`src/rtl/sprite_rom_arbiter_pkg.sv`:
```
// Shared widths, requester identifiers and sprite-address packing for the
// two-player sprite ROM arbiter.
package sprite_rom_arbiter_pkg;

  localparam int unsigned POSE_W = 2;
  localparam int unsigned DIM_W  = 6;
  localparam int unsigned DATA_W = 4;
  localparam int unsigned ADDR_W = POSE_W + 2 * DIM_W;

  typedef enum logic {
    REQ_P1 = 1'b0,
    REQ_P2 = 1'b1
  } req_idx_e;

  // ROM layout: pose selects a 64x64 page, y selects the row, x the column.
  function automatic logic [ADDR_W-1:0] sprite_addr(
    input logic [POSE_W-1:0] pose,
    input logic [DIM_W-1:0]  y,
    input logic [DIM_W-1:0]  x
  );
    return {pose, y, x};
  endfunction

endpackage

```
`src/rtl/sprite_rom_arbiter_rr.sv`:
```
// Two-way round-robin arbiter: one-hot grant plus the pointer to use next.
module rr_arbiter2
  import sprite_rom_arbiter_pkg::*;
(
  input  logic [1:0] req_i,
  input  req_idx_e   ptr_i,
  output logic [1:0] gnt_o,
  output req_idx_e   ptr_o
);

  always_comb begin
    gnt_o = '0;
    ptr_o = ptr_i;
    case (req_i)
      2'b01:   gnt_o = 2'b01;
      2'b10:   gnt_o = 2'b10;
      2'b11:   gnt_o = (ptr_i == REQ_P1) ? 2'b01 : 2'b10;
      default: gnt_o = '0;
    endcase
    if (gnt_o[0]) begin
      ptr_o = REQ_P2;
    end else if (gnt_o[1]) begin
      ptr_o = REQ_P1;
    end
  end

endmodule

```
`src/rtl/sprite_rom_arbiter.sv`:
```
// Shares one sprite ROM between two players: round-robin grant, registered
// address, and a one-hot tag pipeline that routes returned data back.
module sprite_rom_arbiter #(
  parameter int unsigned POSE_W  = sprite_rom_arbiter_pkg::POSE_W,
  parameter int unsigned DIM_W   = sprite_rom_arbiter_pkg::DIM_W,
  parameter int unsigned DATA_W  = sprite_rom_arbiter_pkg::DATA_W,
  parameter int unsigned ROM_LAT = 1
) (
  input  logic                      vga_clk,
  input  logic                      reset_n,
  input  logic                      enable,
  input  logic [1:0]                req,
  input  logic [POSE_W-1:0]         pose0,
  input  logic [POSE_W-1:0]         pose1,
  input  logic [DIM_W-1:0]          x0,
  input  logic [DIM_W-1:0]          y0,
  input  logic [DIM_W-1:0]          x1,
  input  logic [DIM_W-1:0]          y1,
  output logic [1:0]                gnt,
  output logic [POSE_W+2*DIM_W-1:0] rom_address,
  input  logic [DATA_W-1:0]         rom_q,
  output logic [1:0]                rd_valid,
  output logic [DATA_W-1:0]         rd_data
);

  import sprite_rom_arbiter_pkg::*;

  localparam int unsigned AW = POSE_W + 2 * DIM_W;

  req_idx_e          ptr_q, ptr_d;
  logic [1:0]        req_en;
  logic [AW-1:0]     addr0, addr1;
  logic [AW-1:0]     rom_address_q, rom_address_d;
  logic [1:0]        tag_q [ROM_LAT+1];
  logic [1:0]        rd_valid_q;
  logic [DATA_W-1:0] rd_data_q, rd_data_d;

  // Gating with reset_n keeps gnt low the instant reset asserts.
  assign req_en = req & {2{enable & reset_n}};

  rr_arbiter2 u_rr_arbiter2 (
    .req_i (req_en),
    .ptr_i (ptr_q),
    .gnt_o (gnt),
    .ptr_o (ptr_d)
  );

  // The package packer only matches the default widths; other sizes concatenate directly.
  if (POSE_W == sprite_rom_arbiter_pkg::POSE_W && DIM_W == sprite_rom_arbiter_pkg::DIM_W)
  begin : g_pkg_pack
    assign addr0 = sprite_addr(pose0, y0, x0);
    assign addr1 = sprite_addr(pose1, y1, x1);
  end else begin : g_raw_pack
    assign addr0 = {pose0, y0, x0};
    assign addr1 = {pose1, y1, x1};
  end

  always_comb begin
    rom_address_d = rom_address_q;
    if (gnt[0]) begin
      rom_address_d = addr0;
    end else if (gnt[1]) begin
      rom_address_d = addr1;
    end
    rd_data_d = rd_data_q;
    if (|tag_q[ROM_LAT]) begin
      rd_data_d = rom_q;
    end
  end

  always_ff @(posedge vga_clk or negedge reset_n) begin
    if (!reset_n) begin
      ptr_q         <= REQ_P1;
      rom_address_q <= '0;
      rd_valid_q    <= '0;
      rd_data_q     <= '0;
      for (int unsigned i = 0; i <= ROM_LAT; i++) begin
        tag_q[i] <= '0;
      end
    end else begin
      ptr_q         <= ptr_d;
      rom_address_q <= rom_address_d;
      tag_q[0]      <= gnt;
      for (int unsigned i = 1; i <= ROM_LAT; i++) begin
        tag_q[i] <= tag_q[i-1];
      end
      rd_valid_q    <= tag_q[ROM_LAT];
      rd_data_q     <= rd_data_d;
    end
  end

  assign rom_address = rom_address_q;
  assign rd_valid    = rd_valid_q;
  assign rd_data     = rd_data_q;

endmodule

```
`config.mk`:
```
export PLATFORM = sky130hd
export DESIGN_NAME = sprite_rom_arbiter
export DESIGN_NICKNAME = d
export VERILOG_FILES = /design/src/rtl/sprite_rom_arbiter_pkg.sv /design/src/rtl/sprite_rom_arbiter_rr.sv /design/src/rtl/sprite_rom_arbiter.sv
export SDC_FILE = /design/constraint.sdc
export NUM_CORES = 1
export LEC_CHECK = 0
export CAP_MARGIN = 20
export CORE_UTILIZATION = 36
export CTS_CLUSTER_SIZE = 40
export DETAILED_ROUTE_END_ITERATION = 8
export GPL_TIMING_DRIVEN = 0
export PLACE_DENSITY = 0.82
export SLEW_MARGIN = 30
export SYNTH_ARGS = -nofsm -noshare
export SYNTH_HDL_FRONTEND = slang
export SYNTH_SLANG_ARGS = --single-unit
```
`constraint.sdc`:
```
create_clock -name vga_clk -period 1.15 [get_ports vga_clk]
set_input_delay 0.23 -clock vga_clk [delete_from_list [all_inputs] [get_ports vga_clk]]
set_output_delay 0.23 -clock vga_clk [all_outputs]
set_load 0.02 [all_outputs]
```
* Word level (Yosys, flattened, before mapping)
Index checks and enable logic that the tools add are counted.
Word-level totals: flip-flop bits (word level) 25, logic and storage cells 19, bits of input ports 37, output and inout bits 22
Cells by class: eq/ne operators 3, reduce and logical (&&, ||, !) cells 2, muxes and demuxes 6, bitwise operators 2
Operators by type and width (count):
- 2-to-1 mux 14 bit | 2
- case mux 2 bit (3 select lines) | 1
- equality test 2 bit (second input constant) | 2
- AND 2 bit | 1
- equality test 2 x 1 -> 1 bit (second input constant) | 1
- 2-to-1 mux 1 bit | 2
- 2-to-1 mux 2 bit | 1
- nonzero test 2 bit | 1
- OR reduction 2 bit | 1
- AND 1 bit | 1

* Depth between registers and ports, before layout
depth after elaboration 6, mapped depth 5, depth with buffers taken out 3

* Hierarchy
A second synthesis with hierarchy kept.
Unflattened totals: cells, all modules 84, area total of the unflattened synthesis 1024.7 µm²
Modules (own cells, without submodules):
- sprite_rom_arbiter | times used 1, seq. area each 625.6 µm², cells an instance 79, area each 996.0 µm²
- rr_arbiter2 | times used 1, seq. area each 0.0 µm², cells an instance 5, area each 28.8 µm²

* Least setup slack after synthesis
OpenSTA, ideal clock, no wires.
path kind reg2out, start register ptr_q, end output gnt[1], required time 0.920 ns, buffers on the path 2, data arrival time 1.144 ns, slack -0.224 ns, stages on the path, launching flop included 6, cells stage by stage dfrtp_1 -> nand2b_1 -> clkbuf_2 -> buf_2 -> nand2_1 -> nor2_1
Between the ends: word-level cells in the longest chain between the ends 2
Ends and longest elaborated chain:
- start, declared | line sprite_rom_arbiter.sv:30 | req_idx_e ptr_q, ptr_d;
- start signal, assigned | line sprite_rom_arbiter.sv:81 | ptr_q <= ptr_d;
- 2-to-1 mux 2 bit | line sprite_rom_arbiter_rr.sv:17 | 2'b11: gnt_o = (ptr_i == REQ_P1) ? 2'b01 : 2'b10;
- case mux 2 bit (3 select lines) | line sprite_rom_arbiter_rr.sv:14 | case (req_i)
- end, declared | line sprite_rom_arbiter.sv:19 | output logic [1:0] gnt,
Every way passes these cells.

* Worst setup path in the final report
Ends and elaborated chain as after synthesis.

==> metrics.txt <==
# TYPE chip_impl_metric gauge
chip_impl_info{name="run_status",value="finished with violations"} 1
chip_impl_info{name="violations_in_the_final_reports",value="negative setup slack"} 1
chip_impl_info{name="synth_top_cells_by_count",value="sky130_fd_sc_hd__dfrtp_1 (25), sky130_fd_sc_hd__a21oi_1 (15), sky130_fd_sc_hd__nand2_1 (15), sky130_fd_sc_hd__nor4b_2 (8), sky130_fd_sc_hd__o31ai_2 (8)"} 1
chip_impl_metric{name="power.net_switching",unit="mW"} 0.8776
chip_impl_metric{name="die_width",unit="um"} 60.72
chip_impl_metric{name="finalHoldViolations",unit=""} 0
chip_impl_metric{name="max-cap-violations",unit=""} 0
chip_impl_metric{name="count_of_flip_flops_with_a_built_in_enable_after_synthesis",unit=""} 0
chip_impl_metric{name="internal-power",unit="mW"} 1.726
chip_impl_metric{name="max-vdd-ir-drop",unit="uV"} 574.9
chip_impl_metric{name="first_pass_iters",unit=""} 4
chip_impl_metric{name="dieArea",unit="um2"} 3686
chip_impl_metric{name="maxSlewViolCount",unit=""} 0
chip_impl_metric{name="max_slew_margin",unit="%"} 69.36
chip_impl_metric{name="design.final.nets",unit=""} 219
chip_impl_metric{name="share_seq_of_total_power",unit="%"} 42.1
chip_impl_metric{name="layout.cells.non_filler",unit=""} 225
chip_impl_metric{name="ys.warnings.count",unit=""} 0
chip_impl_metric{name="switching_share",unit="%"} 33.71
chip_impl_metric{name="die_h",unit="um"} 60.72
chip_impl_metric{name="power.density_cell_area",unit="nW/um2"} 1187
chip_impl_metric{name="worstPathArrival",unit="ns"} 1.26
chip_impl_metric{name="detail_route.iter0.violations",unit=""} 32
chip_impl_info{name="cts-root-buf",value="sky130_fd_sc_hd__clkbuf_4"} 1
chip_impl_metric{name="clk-insertion-delay-late",unit="ns"} 0.32
chip_impl_metric{name="antenna_found_initial",unit=""} 0
chip_impl_metric{name="place.port_buffers",unit=""} 58
chip_impl_metric{name="grt_first_pass_wirelength",unit="mm"} 5.485
chip_impl_metric{name="floorplan.io_pins",unit=""} 59
chip_impl_metric{name="postPlaceCellArea",unit="um2"} 1911
chip_impl_metric{name="num_rows",unit=""} 20
chip_impl_metric{name="cts-htree-levels",unit=""} 1
chip_impl_metric{name="crit_fanout",unit=""} 4
chip_impl_metric{name="critPathRequiredTime",unit="ns"} 0.92
chip_impl_metric{name="synth_top_area_share",unit="%"} 50.40
chip_impl_metric{name="share_clk_of_total_power",unit="%"} 15.4
chip_impl_metric{name="routed-via-count",unit=""} 1170
chip_impl_metric{name="drive_gt1_share",unit="%"} 46.41
chip_impl_metric{name="drt-total-wl",unit="mm"} 3.777
chip_impl_metric{name="clock_buffers_created_by_tritoncts",unit=""} 3
chip_impl_metric{name="setup-tns-final",unit="ns"} -4.342
chip_impl_metric{name="asyncSetResetFlopFracSynth",unit="%"} 100.0
chip_impl_metric{name="clock_sinks",unit=""} 25
chip_impl_info{name="critical-path-slowest-cell",value="sky130_fd_sc_hd__dfrtp_1"} 1
chip_impl_metric{name="skew",unit="ns"} 0.008134
chip_impl_metric{name="global_route.usage.total",unit="%"} 20.91
chip_impl_metric{name="synth-seq-cells",unit=""} 25
chip_impl_metric{name="ys_types",unit=""} 18
chip_impl_metric{name="min_period_over_period",unit="%"} 129.9
chip_impl_info{name="tritoncts",value="built"} 1
chip_impl_metric{name="area_growth",unit="%"} 76.71
chip_impl_info{name="path_class",value="reg -> out"} 1
chip_impl_metric{name="design_area",unit="um2"} 2193
chip_impl_metric{name="max-clock-path-buffers",unit=""} 2
chip_impl_metric{name="synth_area",unit="um2"} 1241
chip_impl_metric{name="ant_nets",unit=""} 0
chip_impl_metric{name="syn-num-nets",unit=""} 141
chip_impl_metric{name="post_drt_wl_per_cell",unit="um"} 16.79
chip_impl_info{name="critical_path.startpoint_type",value="flip-flop"} 1
chip_impl_metric{name="timing.fmax",unit="GHz"} 0.6694
chip_impl_metric{name="post_place_cells",unit=""} 206
chip_impl_metric{name="setup_viol_count_final",unit=""} 16
chip_impl_info{name="synth.area.top_cells",value="sky130_fd_sc_hd__dfrtp_1 (50%), sky130_fd_sc_hd__nor4b_2 (9.7%), sky130_fd_sc_hd__o31ai_2 (8.1%), sky130_fd_sc_hd__a21oi_1 (6.0%), sky130_fd_sc_hd__nand2_1 (4.5%)"} 1
chip_impl_metric{name="fin_total_pwr",unit="mW"} 2.604
chip_impl_metric{name="nFillCells",unit=""} 248
chip_impl_metric{name="place.gp.congestion",unit=""} 0.8507
chip_impl_metric{name="total_leakage_power",unit="nW"} 0.9539
chip_impl_metric{name="post_synth.cell_area_avg",unit="um2"} 11.93
chip_impl_metric{name="dp.final_hpwl",unit="mm"} 2.410
chip_impl_info{name="worst_setup_path_end_kind",value="output port"} 1
chip_impl_metric{name="seq_area_frac_synth",unit="%"} 50.40
chip_impl_metric{name="cp_slowest_stage_delay",unit="ns"} 0.40
chip_impl_info{name="yosys.cell_count.top_type",value="sky130_fd_sc_hd__dfrtp_1"} 1
chip_impl_metric{name="grt-ovfl-total",unit=""} 0
chip_impl_info{name="ys.flop_type",value="sky130_fd_sc_hd__dfrtp_1"} 1
chip_impl_metric{name="timing.final.crit_period",unit="ns"} 1.494
chip_impl_metric{name="share_comb_of_total_power",unit="%"} 42.5
chip_impl_metric{name="effective_utilization_at_floorplan",unit="%"} 39.37
chip_impl_metric{name="drt_drc_violations_left",unit=""} 0
chip_impl_metric{name="core_area",unit="um2"} 3153
chip_impl_info{name="grt_setup_unrepaired",value="yes"} 1
chip_impl_metric{name="grt_max_degree",unit=""} 27
chip_impl_metric{name="grt_pass1_vias",unit=""} 1144
chip_impl_metric{name="post_drt_via_cell_ratio",unit=""} 5.200
chip_impl_metric{name="timing_worst_slew_pin_value",unit="ns"} 0.4597
chip_impl_info{name="cell_taking_the_most_area_after_synthesis",value="sky130_fd_sc_hd__dfrtp_1"} 1
chip_impl_metric{name="final_critical_path_setup_slack",unit="ns"} -0.3439
chip_impl_metric{name="post_synth_inst_count",unit=""} 104
chip_impl_metric{name="clk_pin_slew",unit="ns"} 0.13
chip_impl_metric{name="dp_slack",unit="ns"} -1.210
chip_impl_metric{name="antenna_diode_count",unit=""} 0
chip_impl_info{name="timing.hold.worst.class",value="reg -> reg"} 1
chip_impl_info{name="critical_path.cell_chain",value="nand2b_4, buf_8, nand2_4, nor2_4, buf_6"} 1
==> final cells by class <==
| cell class | count | area (um2) | share of cell area, % |
|---|---|---|---|
| Multi-Input combinational cell | 68 | 695.7 | 31.72 |
| Buffer | 9 | 87.58 | 3.993 |
| Sequential cell | 25 | 625.6 | 28.52 |
| Tap cell | 44 | 55.05 | 2.510 |
| Clock buffer | 4 | 26.28 | 1.198 |
| Timing Repair Buffer | 75 | 703.2 | 32.06 |
==> power by group through the flow <==
stage | registers (mW) | logic, mW | clock network (mW)
after CTS | 1.08 | 0.975 | 0.405
after floorplan | 1.25 | 0.311 | 0
after detailed placement | 1.10 | 0.940 | 0
after global placement | 1.10 | 0.921 | 0
after global routing | 1.11 | 1.17 | 0.433
final | 1.09 | 1.11 | 0.401
==> sequential cells by signal, summed over array words and instances (netlist names) <==
signal	flops
rd_valid	2
rd_data	4
tag_q	4
rom_address	14
ptr_q	1
==> routing by layer <==
layer | global-route usage, % | vias to the layer above | wire length (um)
met5 | 0 | - | 0
met4 | 6.818 | 0 | 50
met3 | 3.838 | 5 | 175
met2 | 36.58 | 41 | 2010
met1 | 26.08 | 586 | 1540
li1 | - | 538 | -
==> what timing repair did <==
item,4_1_cts,5_1_grt
gates resized for setup,119,24
pin swaps,8,10
endpoints found under the hold margin,25,25
gates cloned,1,0
endpoints found under the setup margin,40,27
buffers inserted,11,3
==> per-stage QoR <==
step           utilization (%)  hold WS [ns]
2_1_floorplan                -      -0.06559
3_3_place_gp             60.75        0.3342
3_5_place_dp             60.60        0.2674
4_1_cts                  65.16       -0.2010
5_1_grt                  69.56        0.3722
6_report                 69.56        0.3631
==> final timing paths <==
check | from | end | slack [ns] | cells past startpoint
setup / recovery | ptr_q | gnt[1] | -0.34 | 5
hold / removal | tag_q[2] | tag_q[0] | 0.36 | 0
setup reg to reg | ptr_q | rom_address[10] | -0.32 | 6
hold reg to reg | tag_q[2] | tag_q[0] | 0.36 | 0
max in group asynchronous | reset_n | rom_address[9] | 0.57 | 3
min in group asynchronous | reset_n | tag_q[1] | 0.43 | 3
==> worst max-delay path, delay by kind of cell, from the launching register on <==
family | cells | cell delay (ns)
simple gates | 3 | 0.28
flops | 1 | 0.40
buf+inv | 2 | 0.26
==> logic make-up after synthesis <==
| logic type | Yosys count | synth area share (%) |
|---|---|---|
| compound gates | 31 | 20.06 |
| flops | 25 | 50.40 |
| simple gates | 33 | 20.36 |
| mux | 4 | 3.629 |
| buf+inv | 11 | 5.543 |
==> cell usage in the layout, fill, tap and decap left out <==
cell | synthesis | final
sky130_fd_sc_hd__and2b_4 | 1 | 1
sky130_fd_sc_hd__nor2_2 | 0 | 1
sky130_fd_sc_hd__nand2_1 | 15 | 14
sky130_fd_sc_hd__buf_4 | 2 | 14
sky130_fd_sc_hd__nor4b_2 | 8 | 6
sky130_fd_sc_hd__buf_2 | 3 | 12
sky130_fd_sc_hd__clkdlybuf4s50_1 | 0 | 32
sky130_fd_sc_hd__clkbuf_4 | 0 | 3
sky130_fd_sc_hd__nand2_4 | 0 | 1
sky130_fd_sc_hd__mux2_2 | 4 | 4
sky130_fd_sc_hd__buf_16 | 0 | 1
sky130_fd_sc_hd__o211ai_4 | 1 | 1
sky130_fd_sc_hd__buf_8 | 0 | 2
sky130_fd_sc_hd__nand2b_4 | 0 | 1
sky130_fd_sc_hd__nor4b_4 | 0 | 8
sky130_fd_sc_hd__buf_6 | 2 | 14
sky130_fd_sc_hd__a21oi_1 | 15 | 14
sky130_fd_sc_hd__nor2_4 | 0 | 1
sky130_fd_sc_hd__o31ai_1 | 6 | 5
sky130_fd_sc_hd__a21oi_4 | 0 | 1
sky130_fd_sc_hd__clkbuf_2 | 1 | 2
sky130_fd_sc_hd__dlygate4sd3_1 | 0 | 1
sky130_fd_sc_hd__o31ai_2 | 8 | 9
sky130_fd_sc_hd__dfrtp_1 | 25 | 25
sky130_fd_sc_hd__buf_12 | 0 | 2
sky130_fd_sc_hd__a21o_1 | 1 | 1
sky130_fd_sc_hd__dlygate4sd2_1 | 0 | 3
sky130_fd_sc_hd__clkbuf_1 | 3 | 2
(Power assumes the default switching activity.)
